## src/rtl/dp_pkg.sv

```systemverilog
// Shared types and constants for the dot-product batch sequencer.
package dp_pkg;

  typedef enum logic [2:0] {
    S_IDLE,
    S_LOAD,
    S_FETCH,
    S_COMPUTE,
    S_WRITE,
    S_READ,
    S_NEXT,
    S_ERROR
  } state_e;

  localparam logic [1:0] PH_FETCH   = 2'd0;
  localparam logic [1:0] PH_COMPUTE = 2'd1;
  localparam logic [1:0] PH_WRITE   = 2'd2;
  localparam logic [1:0] PH_READ    = 2'd3;

  localparam int unsigned DP_ADDR_W = 32;
  localparam int unsigned DP_DATA_W = 32;
  localparam int unsigned DP_LEN_W  = 16;
  localparam int unsigned DP_TMO_W  = 16;

endpackage

```

## src/rtl/dp_phase_timer.sv

```systemverilog
// Per-phase watchdog counter: cleared on phase entry, counts while in a phase.
module dp_phase_timer
  import dp_pkg::*;
#(
  parameter int unsigned TMO_W = DP_TMO_W
) (
  input  logic             clk,
  input  logic             rst,
  input  logic             clr,
  input  logic             en,
  input  logic [TMO_W-1:0] limit,
  output logic             expired
);

  logic [TMO_W-1:0] cnt_q;

  always_ff @(posedge clk or negedge rst) begin
    if (!rst) begin
      cnt_q <= '0;
    end else if (clr) begin
      cnt_q <= '0;
    end else if (en) begin
      cnt_q <= cnt_q + TMO_W'(1);
    end
  end

  assign expired = (limit != '0) && (cnt_q == limit);

endmodule

```

## src/rtl/dp_job_sequencer.sv

```systemverilog
// Batch sequencer: runs FETCH/COMPUTE/WRITE/READ per job with strided addresses,
// a per-phase watchdog and read-back capture. All outputs are registered.
module dp_job_sequencer
  import dp_pkg::*;
#(
  parameter int unsigned ADDR_W = DP_ADDR_W,
  parameter int unsigned DATA_W = DP_DATA_W,
  parameter int unsigned LEN_W  = DP_LEN_W,
  parameter int unsigned TMO_W  = DP_TMO_W
) (
  input  logic              clk,
  input  logic              rst,
  input  logic              start,
  input  logic              abort,
  input  logic [ADDR_W-1:0] cfg_a_addr,
  input  logic [ADDR_W-1:0] cfg_b_addr,
  input  logic [ADDR_W-1:0] cfg_out_addr,
  input  logic [ADDR_W-1:0] cfg_stride,
  input  logic [LEN_W-1:0]  cfg_len,
  input  logic [7:0]        cfg_jobs,
  input  logic [TMO_W-1:0]  cfg_timeout,
  output logic [ADDR_W-1:0] cmd_a_addr,
  output logic [ADDR_W-1:0] cmd_b_addr,
  output logic [ADDR_W-1:0] cmd_out_addr,
  output logic [LEN_W-1:0]  cmd_len,
  output logic              start_fetch,
  output logic              start_compute,
  output logic              start_write,
  output logic              start_read,
  input  logic              fetch_done,
  input  logic              processing_done,
  input  logic              store_done,
  input  logic              read_done,
  input  logic [DATA_W-1:0] rd_data_in,
  input  logic              rvalid,
  output logic [DATA_W-1:0] rdata,
  output logic              rdata_valid,
  output logic              busy,
  output logic              batch_done,
  output logic              aborted,
  output logic              error,
  output logic [1:0]        err_phase,
  output logic [7:0]        job_idx
);

  localparam logic [ADDR_W-1:0] OUT_STEP = ADDR_W'(DATA_W / 8);

  state_e            state_q;
  logic              first_q;
  logic [ADDR_W-1:0] cmd_a_q, cmd_b_q, cmd_out_q, stride_q;
  logic [LEN_W-1:0]  len_q;
  logic [7:0]        jobs_q, job_idx_q;
  logic [TMO_W-1:0]  tmo_q;
  logic              start_fetch_q, start_compute_q, start_write_q, start_read_q;
  logic [DATA_W-1:0] rdata_q;
  logic              rdata_valid_q, busy_q, batch_done_q, aborted_q, error_q;
  logic [1:0]        err_phase_q;

  logic              in_phase, done_sel, accept, expired, last_job;
  logic [1:0]        ph_code;
  state_e            phase_nxt;

  always_comb begin
    in_phase  = 1'b1;
    done_sel  = 1'b0;
    ph_code   = PH_FETCH;
    phase_nxt = S_NEXT;
    case (state_q)
      S_FETCH: begin
        done_sel  = fetch_done;
        phase_nxt = S_COMPUTE;
      end
      S_COMPUTE: begin
        done_sel  = processing_done;
        ph_code   = PH_COMPUTE;
        phase_nxt = S_WRITE;
      end
      S_WRITE: begin
        done_sel  = store_done;
        ph_code   = PH_WRITE;
        phase_nxt = S_READ;
      end
      S_READ: begin
        done_sel  = read_done;
        ph_code   = PH_READ;
        phase_nxt = S_NEXT;
      end
      default: in_phase = 1'b0;
    endcase
  end

  // A done coinciding with the start pulse belongs to the previous request.
  assign accept   = in_phase && !first_q && done_sel;
  assign last_job = ({1'b0, job_idx_q} + 9'd1) >= {1'b0, jobs_q};

  dp_phase_timer #(
    .TMO_W(TMO_W)
  ) u_timer (
    .clk    (clk),
    .rst    (rst),
    .clr    (!in_phase || accept),
    .en     (in_phase),
    .limit  (tmo_q),
    .expired(expired)
  );

  always_ff @(posedge clk or negedge rst) begin
    if (!rst) begin
      state_q         <= S_IDLE;
      first_q         <= 1'b0;
      cmd_a_q         <= '0;
      cmd_b_q         <= '0;
      cmd_out_q       <= '0;
      stride_q        <= '0;
      len_q           <= '0;
      jobs_q          <= '0;
      tmo_q           <= '0;
      job_idx_q       <= '0;
      start_fetch_q   <= 1'b0;
      start_compute_q <= 1'b0;
      start_write_q   <= 1'b0;
      start_read_q    <= 1'b0;
      rdata_q         <= '0;
      rdata_valid_q   <= 1'b0;
      busy_q          <= 1'b0;
      batch_done_q    <= 1'b0;
      aborted_q       <= 1'b0;
      error_q         <= 1'b0;
      err_phase_q     <= '0;
    end else begin
      start_fetch_q   <= 1'b0;
      start_compute_q <= 1'b0;
      start_write_q   <= 1'b0;
      start_read_q    <= 1'b0;
      batch_done_q    <= 1'b0;
      aborted_q       <= 1'b0;
      rdata_valid_q   <= 1'b0;
      first_q         <= 1'b0;

      if (state_q == S_READ && rvalid) begin
        rdata_q       <= rd_data_in;
        rdata_valid_q <= 1'b1;
      end

      // Abort overrides every transition below, so no start pulse is scheduled.
      if (abort && state_q != S_IDLE) begin
        state_q     <= S_IDLE;
        busy_q      <= 1'b0;
        aborted_q   <= 1'b1;
        error_q     <= 1'b0;
        err_phase_q <= PH_FETCH;
      end else begin
        case (state_q)
          S_IDLE: begin
            if (start) begin
              state_q <= S_LOAD;
              busy_q  <= 1'b1;
            end
          end
          S_LOAD: begin
            cmd_a_q       <= cfg_a_addr;
            cmd_b_q       <= cfg_b_addr;
            cmd_out_q     <= cfg_out_addr;
            stride_q      <= cfg_stride;
            len_q         <= cfg_len;
            jobs_q        <= (cfg_jobs == 8'd0) ? 8'd1 : cfg_jobs;
            tmo_q         <= cfg_timeout;
            job_idx_q     <= '0;
            state_q       <= S_FETCH;
            start_fetch_q <= 1'b1;
            first_q       <= 1'b1;
          end
          S_FETCH, S_COMPUTE, S_WRITE, S_READ: begin
            if (accept) begin
              state_q         <= phase_nxt;
              first_q         <= (phase_nxt != S_NEXT);
              start_compute_q <= (phase_nxt == S_COMPUTE);
              start_write_q   <= (phase_nxt == S_WRITE);
              start_read_q    <= (phase_nxt == S_READ);
            end else if (expired) begin
              state_q     <= S_ERROR;
              error_q     <= 1'b1;
              err_phase_q <= ph_code;
            end
          end
          S_NEXT: begin
            if (last_job) begin
              state_q      <= S_IDLE;
              busy_q       <= 1'b0;
              batch_done_q <= 1'b1;
            end else begin
              job_idx_q     <= job_idx_q + 8'd1;
              cmd_a_q       <= cmd_a_q + stride_q;
              cmd_b_q       <= cmd_b_q + stride_q;
              cmd_out_q     <= cmd_out_q + OUT_STEP;
              state_q       <= S_FETCH;
              start_fetch_q <= 1'b1;
              first_q       <= 1'b1;
            end
          end
          S_ERROR: ;
          default: state_q <= S_IDLE;
        endcase
      end
    end
  end

  assign cmd_a_addr    = cmd_a_q;
  assign cmd_b_addr    = cmd_b_q;
  assign cmd_out_addr  = cmd_out_q;
  assign cmd_len       = len_q;
  assign start_fetch   = start_fetch_q;
  assign start_compute = start_compute_q;
  assign start_write   = start_write_q;
  assign start_read    = start_read_q;
  assign rdata         = rdata_q;
  assign rdata_valid   = rdata_valid_q;
  assign busy          = busy_q;
  assign batch_done    = batch_done_q;
  assign aborted       = aborted_q;
  assign error         = error_q;
  assign err_phase     = err_phase_q;
  assign job_idx       = job_idx_q;

endmodule
```

## config.mk

```make
export PLATFORM = sky130hd
export DESIGN_NAME = dp_job_sequencer
export DESIGN_NICKNAME = d
export VERILOG_FILES = /design/src/rtl/dp_pkg.sv /design/src/rtl/dp_phase_timer.sv /design/src/rtl/dp_job_sequencer.sv
export SDC_FILE = /design/constraint.sdc
export NUM_CORES = 1
export LEC_CHECK = 0
export ABC_AREA = 1
export CORE_UTILIZATION = 55
export CTS_CLUSTER_DIAMETER = 50
export CTS_CLUSTER_SIZE = 24
export DETAILED_ROUTE_END_ITERATION = 8
export PLACE_DENSITY_LB_ADDON = 0.12
export SLEW_MARGIN = 10
export SYNTH_ARGS = -nofsm -noshare
export SYNTH_HDL_FRONTEND = slang
export SYNTH_SLANG_ARGS = --single-unit
```

## constraint.sdc

```tcl
create_clock -name clk -period 5 [get_ports clk]
set_input_delay 0.75 -clock clk [delete_from_list [all_inputs] [get_ports clk]]
set_output_delay 0.75 -clock clk [all_outputs]
set_load 0.02 [all_outputs]
```

# --- Yosys cells after proc, flatten, opt, wreduce, memory -nomap -nowiden ---
# Index checks and enable logic that the tools add are counted.
totals:
  register_bits: 239
  input_bits: 209
classes:
  bitwise: 1
  n_mux: 53
  magnitude_cmp: 1
  n_addsub: 6
  n_eq_ne: 16
  n_reduce_logical: 24
op_table:
  columns: ["op", "n"]
  rows:
  - ["32-bit case mux with 2 select lines", 3]
  - ["32-bit two-way mux", 3]
  - ["32-bit adder", 2]
  - ["32-bit by 3-bit adder with 32-bit output, second input constant", 1]
  - ["16-bit two-way mux", 2]
  - ["1-bit two-way mux", 26]
  - ["16-bit by 1-bit adder with 16-bit output, second input constant", 1]
  - ["16-bit == test", 1]
  - ["8-bit two-way mux", 2]
  - ["8-bit case mux with 2 select lines", 1]
  - ["16-bit nonzero test", 1]
  - ["3-bit == test, second input constant", 5]
  - ["3-bit two-way mux", 4]
  - ["3-bit case mux with 4 select lines", 1]
  - ["3-bit AND reduction", 4]
  - ["2-bit two-way mux", 5]
  - ["8-bit by 1-bit adder with 9-bit output, second input constant", 1]
  - ["3-bit by 2-bit == test with 1-bit output, second input constant", 3]
  - ["9-bit by 8-bit greater-or-equal comparator with 1-bit output", 1]
  - ["3-bit inequality test, second input constant", 3]
  - ["3-bit case mux with 3 select lines", 1]
  - ["8-bit by 1-bit adder with 8-bit output, second input constant", 1]
  - ["8-bit logical NOT", 1]
  - ["2-bit nonzero test", 4]
  - ["other kinds (17)", 24]

# --- Depth between registers and ports, before layout ---
depth:
  ltp_word: 8
  depth_mapped: 20
  mapped_depth_nobuf: 18

# --- Modules after synthesis ---
# From an unflattened synthesis, not the netlist that was laid out.
unflattened:
  cells_unflattened: 2471
  area_unflattened_um2: 16726.0
by_module_without_submodules:
  columns: ["mod", "n_inst", "area_each_um2", "seq_area_each_um2", "cells_per_inst"]
  rows:
  - ["dp_job_sequencer", 1, 15509.9, 5580.4, 2283]
  - ["dp_phase_timer", 1, 1216.2, 400.4, 188]

# --- Least setup slack after synthesis ---
# OpenSTA, ideal clock, no wires.
synth_path:
  path_type: "reg-to-reg"
  startpoint: "register job_idx_q[0] (netlist: job_idx[0])"
  endpoint: "register cmd_a_q[15] (netlist: cmd_a_addr[15])"
  setup_ns: 0.132
  path_buffers: 2
  path_stages_with_launch: 17
  arrival_time_ns: 2.549
  setup_slack_ns: 2.319
  period_less_slack_ns: 2.681
  cell_sequence: "dfrtp_1 -> ha_1 -> nand2_2 -> nor3_1 -> xor2_1 -> ha_1 -> a21o_1 -> nand3_1 -> nand2_1 -> nor2_2 -> nand3_2 -> nand2_4 -> nand2_4 -> buf_6 -> buf_6 -> nand2_1 -> o21ai_1"
synth_between:
  elab_chain_len: 4
synth_lines:
  columns: ["item", "line", "source"]
  rows:
  - ["from (decl)", "dp_job_sequencer.sv:52", "logic [7:0] jobs_q, job_idx_q;"]
  - ["from (signal assigned)", "dp_job_sequencer.sv:192", "job_idx_q <= job_idx_q + 8'd1;"]
  - ["8-bit by 1-bit adder with 9-bit output", "dp_job_sequencer.sv:94", "assign last_job = ({1'b0, job_idx_q} + 9'd1) >= {1'b0, jobs_q};"]
  - ["9-bit by 8-bit greater-or-equal comparator with 1-bit output", "dp_job_sequencer.sv:94", null]
  - ["2-bit inequality test (no source line)", null, null]
  - ["3-bit AND reduction (no source line)", null, null]
  - ["to (signal assigned)", "dp_job_sequencer.sv:161", "cmd_a_q <= cfg_a_addr;"]
  - ["to (signal assigned)", "dp_job_sequencer.sv:193", "cmd_a_q <= cmd_a_q + stride_q;"]
  - ["to (decl)", "dp_job_sequencer.sv:50", "logic [ADDR_W-1:0] cmd_a_q, cmd_b_q, cmd_out_q, stride_q;"]
# No other way between the ends.
# A chain may end at the register's enable or synchronous reset.

# --- Final worst setup path ---
layout_path:
  startpoint: "register job_idx_q[0] (netlist: job_idx[0])"
  endpoint: "register cmd_out_q[23] (netlist: cmd_out_addr[23])"
layout_between:
  elab_chain_len: 4
layout_lines:
  columns: ["item", "line", "source"]
  rows:
  - ["8-bit by 1-bit adder with 9-bit output", "dp_job_sequencer.sv:94", null]
  - ["9-bit by 8-bit greater-or-equal comparator with 1-bit output", "dp_job_sequencer.sv:94", null]
  - ["2-bit inequality test (no source line)", null, null]
  - ["3-bit AND reduction (no source line)", null, null]
  - ["to (signal assigned)", "dp_job_sequencer.sv:163", "cmd_out_q <= cfg_out_addr;"]
  - ["to (signal assigned)", "dp_job_sequencer.sv:195", "cmd_out_q <= cmd_out_q + OUT_STEP;"]
  - ["to (decl)", "dp_job_sequencer.sv:50", null]
# No other way between the ends.

==> run summary <==
Type of the worst setup path: register to register. The max-slew violation count was 0. For the number of maximum-capacitance constraint violations, the log shows 0. The internal power of the cells totals 7.55 mW. The residual DRC count was 0; the sequential power share was 0.250.

The leakage power total came out at 11.2 nW. Leaving out fill and tap cells, the most frequent cell in the layout is nand2_1. The tools report the effective utilization at floorplan as 0.558. The maximum fanout count along the critical path came out at 85. The shortest period the worst path allows was 3920 ps; the total half-perimeter wirelength after legalization and detailed placement was 40,200 µm.

For the pin with the worst max-slew slack, the measured transition is 1080 ps. The tree built by TritonCTS fans out to 239 sinks. The proportion of synthesized flip-flops having asynchronous set or reset was 1.00; the combined area of all synthesized cells was 16,500 µm².

For the total detailed-routing wirelength, the log shows 53,100 µm. The cell area power density works out to 683 nW/µm². Yosys mapped a number of flops with a built-in enable equal to 0.

After clock tree synthesis, the setup repair step added 0 buffers. The fraction of final layout cells sized beyond drive strength 1 works out to 0.0555. The final-layout fill cell count is 2,412.

Summed over all failing endpoints, the final setup total negative slack is 0 ps. Switching share of total power: 0.487. The die is 175 µm tall.

For this run the aggregate overflow at the end of global routing stands at 0. The tools report the post-layout utilization of the core as 0.729. The number of synthesized register bits came out at 239. The run gives 1 as the maximum level of the CTS H-tree. The logs give 21,500 µm² for the post-route standard cell area excluding fillers and 14.0 ps for the worst clock skew on the final layout. The die is 175 µm wide. The tools report the first-pass GRT wire length as 84,700 µm.

In this run the deepest clock path goes through 3 buffers. The global-route total usage across every layer was 0.348. The worst setup path is launched from a register.

The analysis attributes to net switching a power of 7.17 mW. The cell sitting at the root of the clock tree is a clkbuf_16. From synthesis to final layout, the design area changed by 30.6%. The number of global-route vias before repair is 16.8k. Routability-driven placement finished with a final weighted congestion of 0.992. The initial antenna violation count came out at 4.

The die covers 30,700 µm². The setup-violating endpoint count in the final report is 0. The DRC marker count from the first detailed-route iteration was 1,185. Clock latency of the later-clocked register in the worst-skew pair: 570 ps. The run gives 63 as the number of standard-cell rows in the floorplan.

The post-placement setup slack is 1160 ps, and the final hold violation count is 0. The register area share after synthesis is 0.362. Setup repair after global routing left no endpoint under its margin.

In this run, post-CTS repair resized a total of 0 instances. Timing would allow up to 255 MHz. In the layout the commonest cells are nand2_1, clkdlybuf4s50_1, inv_1. The residual antenna-violating net count after detailed routing was 0. TritonCTS built the clock tree. The final-stage net count came out at 3,054.

For this run, the detailed router's first-pass iteration total came to 8. The combinational cell fraction of total power came out at 0.593. For the clock network fraction of total power, the log shows 0.157. The average instance in the mapped netlist occupies 6.83 µm².

The floorplan step defined a core boundary enclosing 29,600 µm². Yosys mapped the design onto 42 distinct sky130hd cell types. For the post-synthesis net count, the log shows 2,700. The pin count of the biggest net entering global routing is 102.

After synthesis, the cell types taking the most area are dfrtp_1, nand2_1, inv_1. Remaining max-slew budget at the tightest pin: 0.277. The tools report the nature of the critical path endpoint as a register. The ratio of final minimum period to clock period is 0.784. The wire length per cell is 16.6 µm, and the critical path arrival is 4320 ps.

The setup slack after layout came out at 1080 ps. In this run the tool buffered the top-level ports with 371 buffer cells. The mean number of vias per cell is 5.28, and the endpoint required time on the critical path is 5400 ps. Share of the synthesized area in the top cell type: 0.362. The placed instances occupy a cell area of 20,500 µm². After clock tree synthesis, the flow added hold-fix buffers numbering 0. Buffers inserted during clock tree synthesis total 30. Pin placement for this block handled 372 I/O pins. After clock tree synthesis, the clock-pin slew on the worst setup and hold paths is 70 ps.

The biggest area contributor in the post-synthesis netlist is dfrtp_1. Flip-flop cell with the highest count after synthesis: dfrtp_1. The run gives 0 as the number of warnings issued by yosys. The class of the tightest hold or removal check was input pin to async pin.

The final route contains 16.8k vias. The run gives 2,416 as the synthesized instance count. The minimum hold slack came out at 235 ps. The run finished with clean final reports. VDD sags by at most 0.384 mV.
critical path, cell delays in order (launching register included):
cell and delay [ps]:
dfrtp_1 430, nand3_1 120, nor2_1 140, inv_1 70, nor2_1 110, nand2_1 80
xor2_1 140, inv_1 70, ha_1 330, nand4_1 110, nor3_1 170, nand2_1 110
nand3_2 110, nand2_4 140, nand2_4 510, buf_4 760, o21ai_0 220
cells in the mapped netlist (all sizes together), types with 17 or more instances:
master	count
mux2i	18
nand2	978
dfrtp	239
nor3	31
nand4	17
o21ai	83
a21oi	69
xnor2	19
nor2	215
mux2	63
ha	73
xor2	38
inv	332
clkbuf	26
nand3	120
buf	32
area by class of cell:
type	count	area, µm²	share of cell area
repair buffers	380	3800	0.176
inverters	334	1260	0.0583
diodes	4	10.0	0.000465
multi-input cells	1785	8950	0.415
clock inverters	21	272	0.0126
well taps	390	488	0.0226
clock buffers	35	790	0.0366
flip-flops and latches	239	5980	0.278
cells by family after synthesis:
| kind of cell | Yosys count | synth area share |
|---|---|---|
| AND/OR/NAND/NOR | 1393 | 0.341 |
| buffers and inverters | 392 | 0.0956 |
| flip-flops | 239 | 0.362 |
| AO/OA/AOI/OAI | 179 | 0.0591 |
| multiplexers | 81 | 0.0539 |
| adder cells (fa/ha/maj) | 75 | 0.0578 |
| XOR/XNOR | 57 | 0.0303 |
through the flow:
| step | std cells | power [mW] |
|---|---|---|
| 6_report | 3188 | 14.7 |
| 4_1_cts | 3184 | 14.7 |
| 5_1_grt | 3187 | 15.9 |
| 2_1_floorplan | 2416 | 9.29 |
| 3_5_place_dp | 3128 | 12.3 |
| 3_3_place_gp | 3128 | 12.0 |
routing by layer:
| layer | track usage | share of wire | wire length, µm | vias up |
|---|---|---|---|---|
| li1 | - | - | - | 8214 |
| met4 | 0.136 | 0.042 | 2220 | 0 |
| met3 | 0.0596 | 0.068 | 3630 | 133 |
| met2 | 0.629 | 0.50 | 26700 | 646 |
| met5 | 0 | 0 | 0 | - |
| met1 | 0.408 | 0.39 | 20500 | 7835 |
power groups by stage:
stage,logic [mW],registers (mW),clock network [mW]
2_1_floorplan,5.23,4.06,0
3_3_place_gp,8.39,3.66,0
3_5_place_dp,8.60,3.67,0
4_1_cts,8.67,3.66,2.33
5_1_grt,9.70,3.76,2.42
6_report,8.73,3.69,2.31
final timing paths:
kind                       slack [ps]  depth (start not counted)  startpoint                to
max in group asynchronous        3520                          2         rst    cmd_b_addr[27]
max                              1080                         16  job_idx[0]  cmd_out_addr[23]
min in group clk                  480                          2   rdata[28]         rdata[28]
min reg2reg                       480                          2   rdata[28]         rdata[28]
max reg2reg                      1080                         16  job_idx[0]  cmd_out_addr[23]
min                               240                          1         rst       cmd_len[12]
state kept, by name, summed over array words and instances, names as in the netlist, 2 cells and up:
name	flops
cmd_a_addr	32
cmd_b_addr	32
cmd_len	16
cmd_out_addr	32
err_phase	2
job_idx	8
jobs_q	8
rdata	32
state_q	3
stride_q	32
tmo_q	16
u_timer.cnt_q	16
Power figures use the tool's default switching activity.
==> RTL edit, RTL diff (same flow settings) <==
Make the reset (`rst`) synchronous in 2 clocked blocks.
--- a/src/rtl/dp_phase_timer.sv
+++ b/src/rtl/dp_phase_timer.sv
@@ -14,7 +14,7 @@
 
   logic [TMO_W-1:0] cnt_q;
 
-  always_ff @(posedge clk or negedge rst) begin
+  always_ff @(posedge clk) begin
     if (!rst) begin
       cnt_q <= '0;
     end else if (clr) begin
--- a/src/rtl/dp_job_sequencer.sv
+++ b/src/rtl/dp_job_sequencer.sv
@@ -104,7 +104,7 @@
     .expired(expired)
   );
 
-  always_ff @(posedge clk or negedge rst) begin
+  always_ff @(posedge clk) begin
     if (!rst) begin
       state_q         <= S_IDLE;
       first_q         <= 1'b0;
Behaviour: differs if rst is asserted again (counterexample within 4 cycles, from zero or initial values and one cycle with rst low); with rst held inactive, the same outputs for 4 cycles.
==> RTL edit against the original RTL <==
  * Wire length increased by 11%
  * Sequential cell count unchanged
  * Worst setup slack got worse by 200 ps
  * Total power decreased by 33%
  * Synthesized area decreased by 0.96%
  * Non-clock buffer count increased by 2
  * First-iteration DRC count increased by 34%
  * Cell area decreased by 1.5%
  * Largest power group unchanged
  * Via count increased by 11%
==> RTL edit: results (changes against the original RTL) <==
TritonCTS buffer count=31 (was 30); Nets=3365 (was 3054); GP Congestion=0.984 (was 0.992); WL met1=23300 um (was 20500 um); Peak supply drop=0.000364 V (was 0.000384 V); routed length on met2=28300 um (was 26700 um); compound-gate portion of the synthesized area=10.5% (was 5.91%); final wirelength=58900 um (was 53100 um); routed len/inst=16.9 um (was 16.6 um); most used flip-flop cell after synthesis=dfxtp_1 (was dfrtp_1); initial antenna violation count=2 (was 4); first-pass GRT wire length=92500 um (was 84700 um); crit-path max FO=83 (was 85); Seq/Total Area, Yosys=29.3% (was 36.2%); hpwl dp=43000 um (was 40200 um); status=finished clean (unchanged); type of the tightest min-delay check=reg2reg (was in2async); met1 usage=44.6% (was 40.8%); wire length on met3=4530 um (was 3630 um); vias in the first global route=18000 (was 16800); Fin Clk Skew=29.4 ps (was 14.0 ps); DRT iter0 DRCs=1587 (was 1185); Synth Area in Adders=5.99% (was 5.78%); actual slew at the worst max-slew pin=1100 ps (was 1080 ps); FFs w/ async S/R, synth=0% (was 100%); commonest cells in the netlist=nand2_1, nor2_1, inv_1 (was nand2_1, inv_1, dfrtp_1); share of cells above drive strength 1=3.51% (was 5.55%); worst skew pair latency=590 ps (was 570 ps)
RTL edit: cell count changes after synthesis, moves of 24 or more:
cell	change
dfrtp_1	-239
dfxtp_1	+239
nor2_1	+207
a21oi_1	+103
nand2_1	-102
o21ai_0	+87
mux2_2	-63
nand3_1	+54
inv_1	+51
clkbuf_1	+25
o21ai_1	-24
RTL edit: where the power goes:
part           switching, mW  internal, mW
sequential             0.570          2.39
clock                   1.04          1.28
combinational           2.76          1.77
RTL edit: kinds of logic after synthesis:
group,count (synthesis)
DFF,239
muxes,2
adders and majority gates,77
and+or+nand+nor,1576
AOI/OAI and AO/OA,333
buffers and inverters,486
xor gates and xnor gates,50
RTL edit: cell type report:
class	instances	share of cell area [%]
Antenna cell	2	0.0236
Multi-Input combinational cell	2038	45.3
Timing Repair Buffer	382	17.9
Sequential cell	239	22.6
Inverter	387	6.85
Clock inverter	24	1.29
Tap cell	384	2.26
Clock buffer	33	3.79
RTL edit: worst paths after layout:
kind | start | end | slack [ps] | cells after the start
setup / recovery | job_idx[0] | cmd_a_addr[30] | 880 | 18
hold reg to reg | rdata[1] | rdata[1] | 450 | 2
hold / removal | rdata[1] | rdata[1] | 450 | 2
setup reg to reg | job_idx[0] | cmd_a_addr[30] | 880 | 18
RTL edit: per-stage QoR:
stage	setup WS, ps	power [mW]	area (um^2)	util, %
global placement	1170	7.28	20100	69.6
global route	636	10.4	21200	73.3
detailed placement	991	7.41	20100	69.6
finish	877	9.81	21200	73.3
CTS	959	9.75	21200	73.3
floorplan	2270	5.70	16300	-
RTL edit: critical path, delay by kind of cell (launching register included):
family / cells / cell delay [ps]
adder cells (fa/ha/maj): 2 / 510
flip-flops: 1 / 410
buffers and inverters: 3 / 890
AND/OR/NAND/NOR: 11 / 1850
AO/OA/AOI/OAI: 1 / 170
XOR/XNOR: 1 / 230
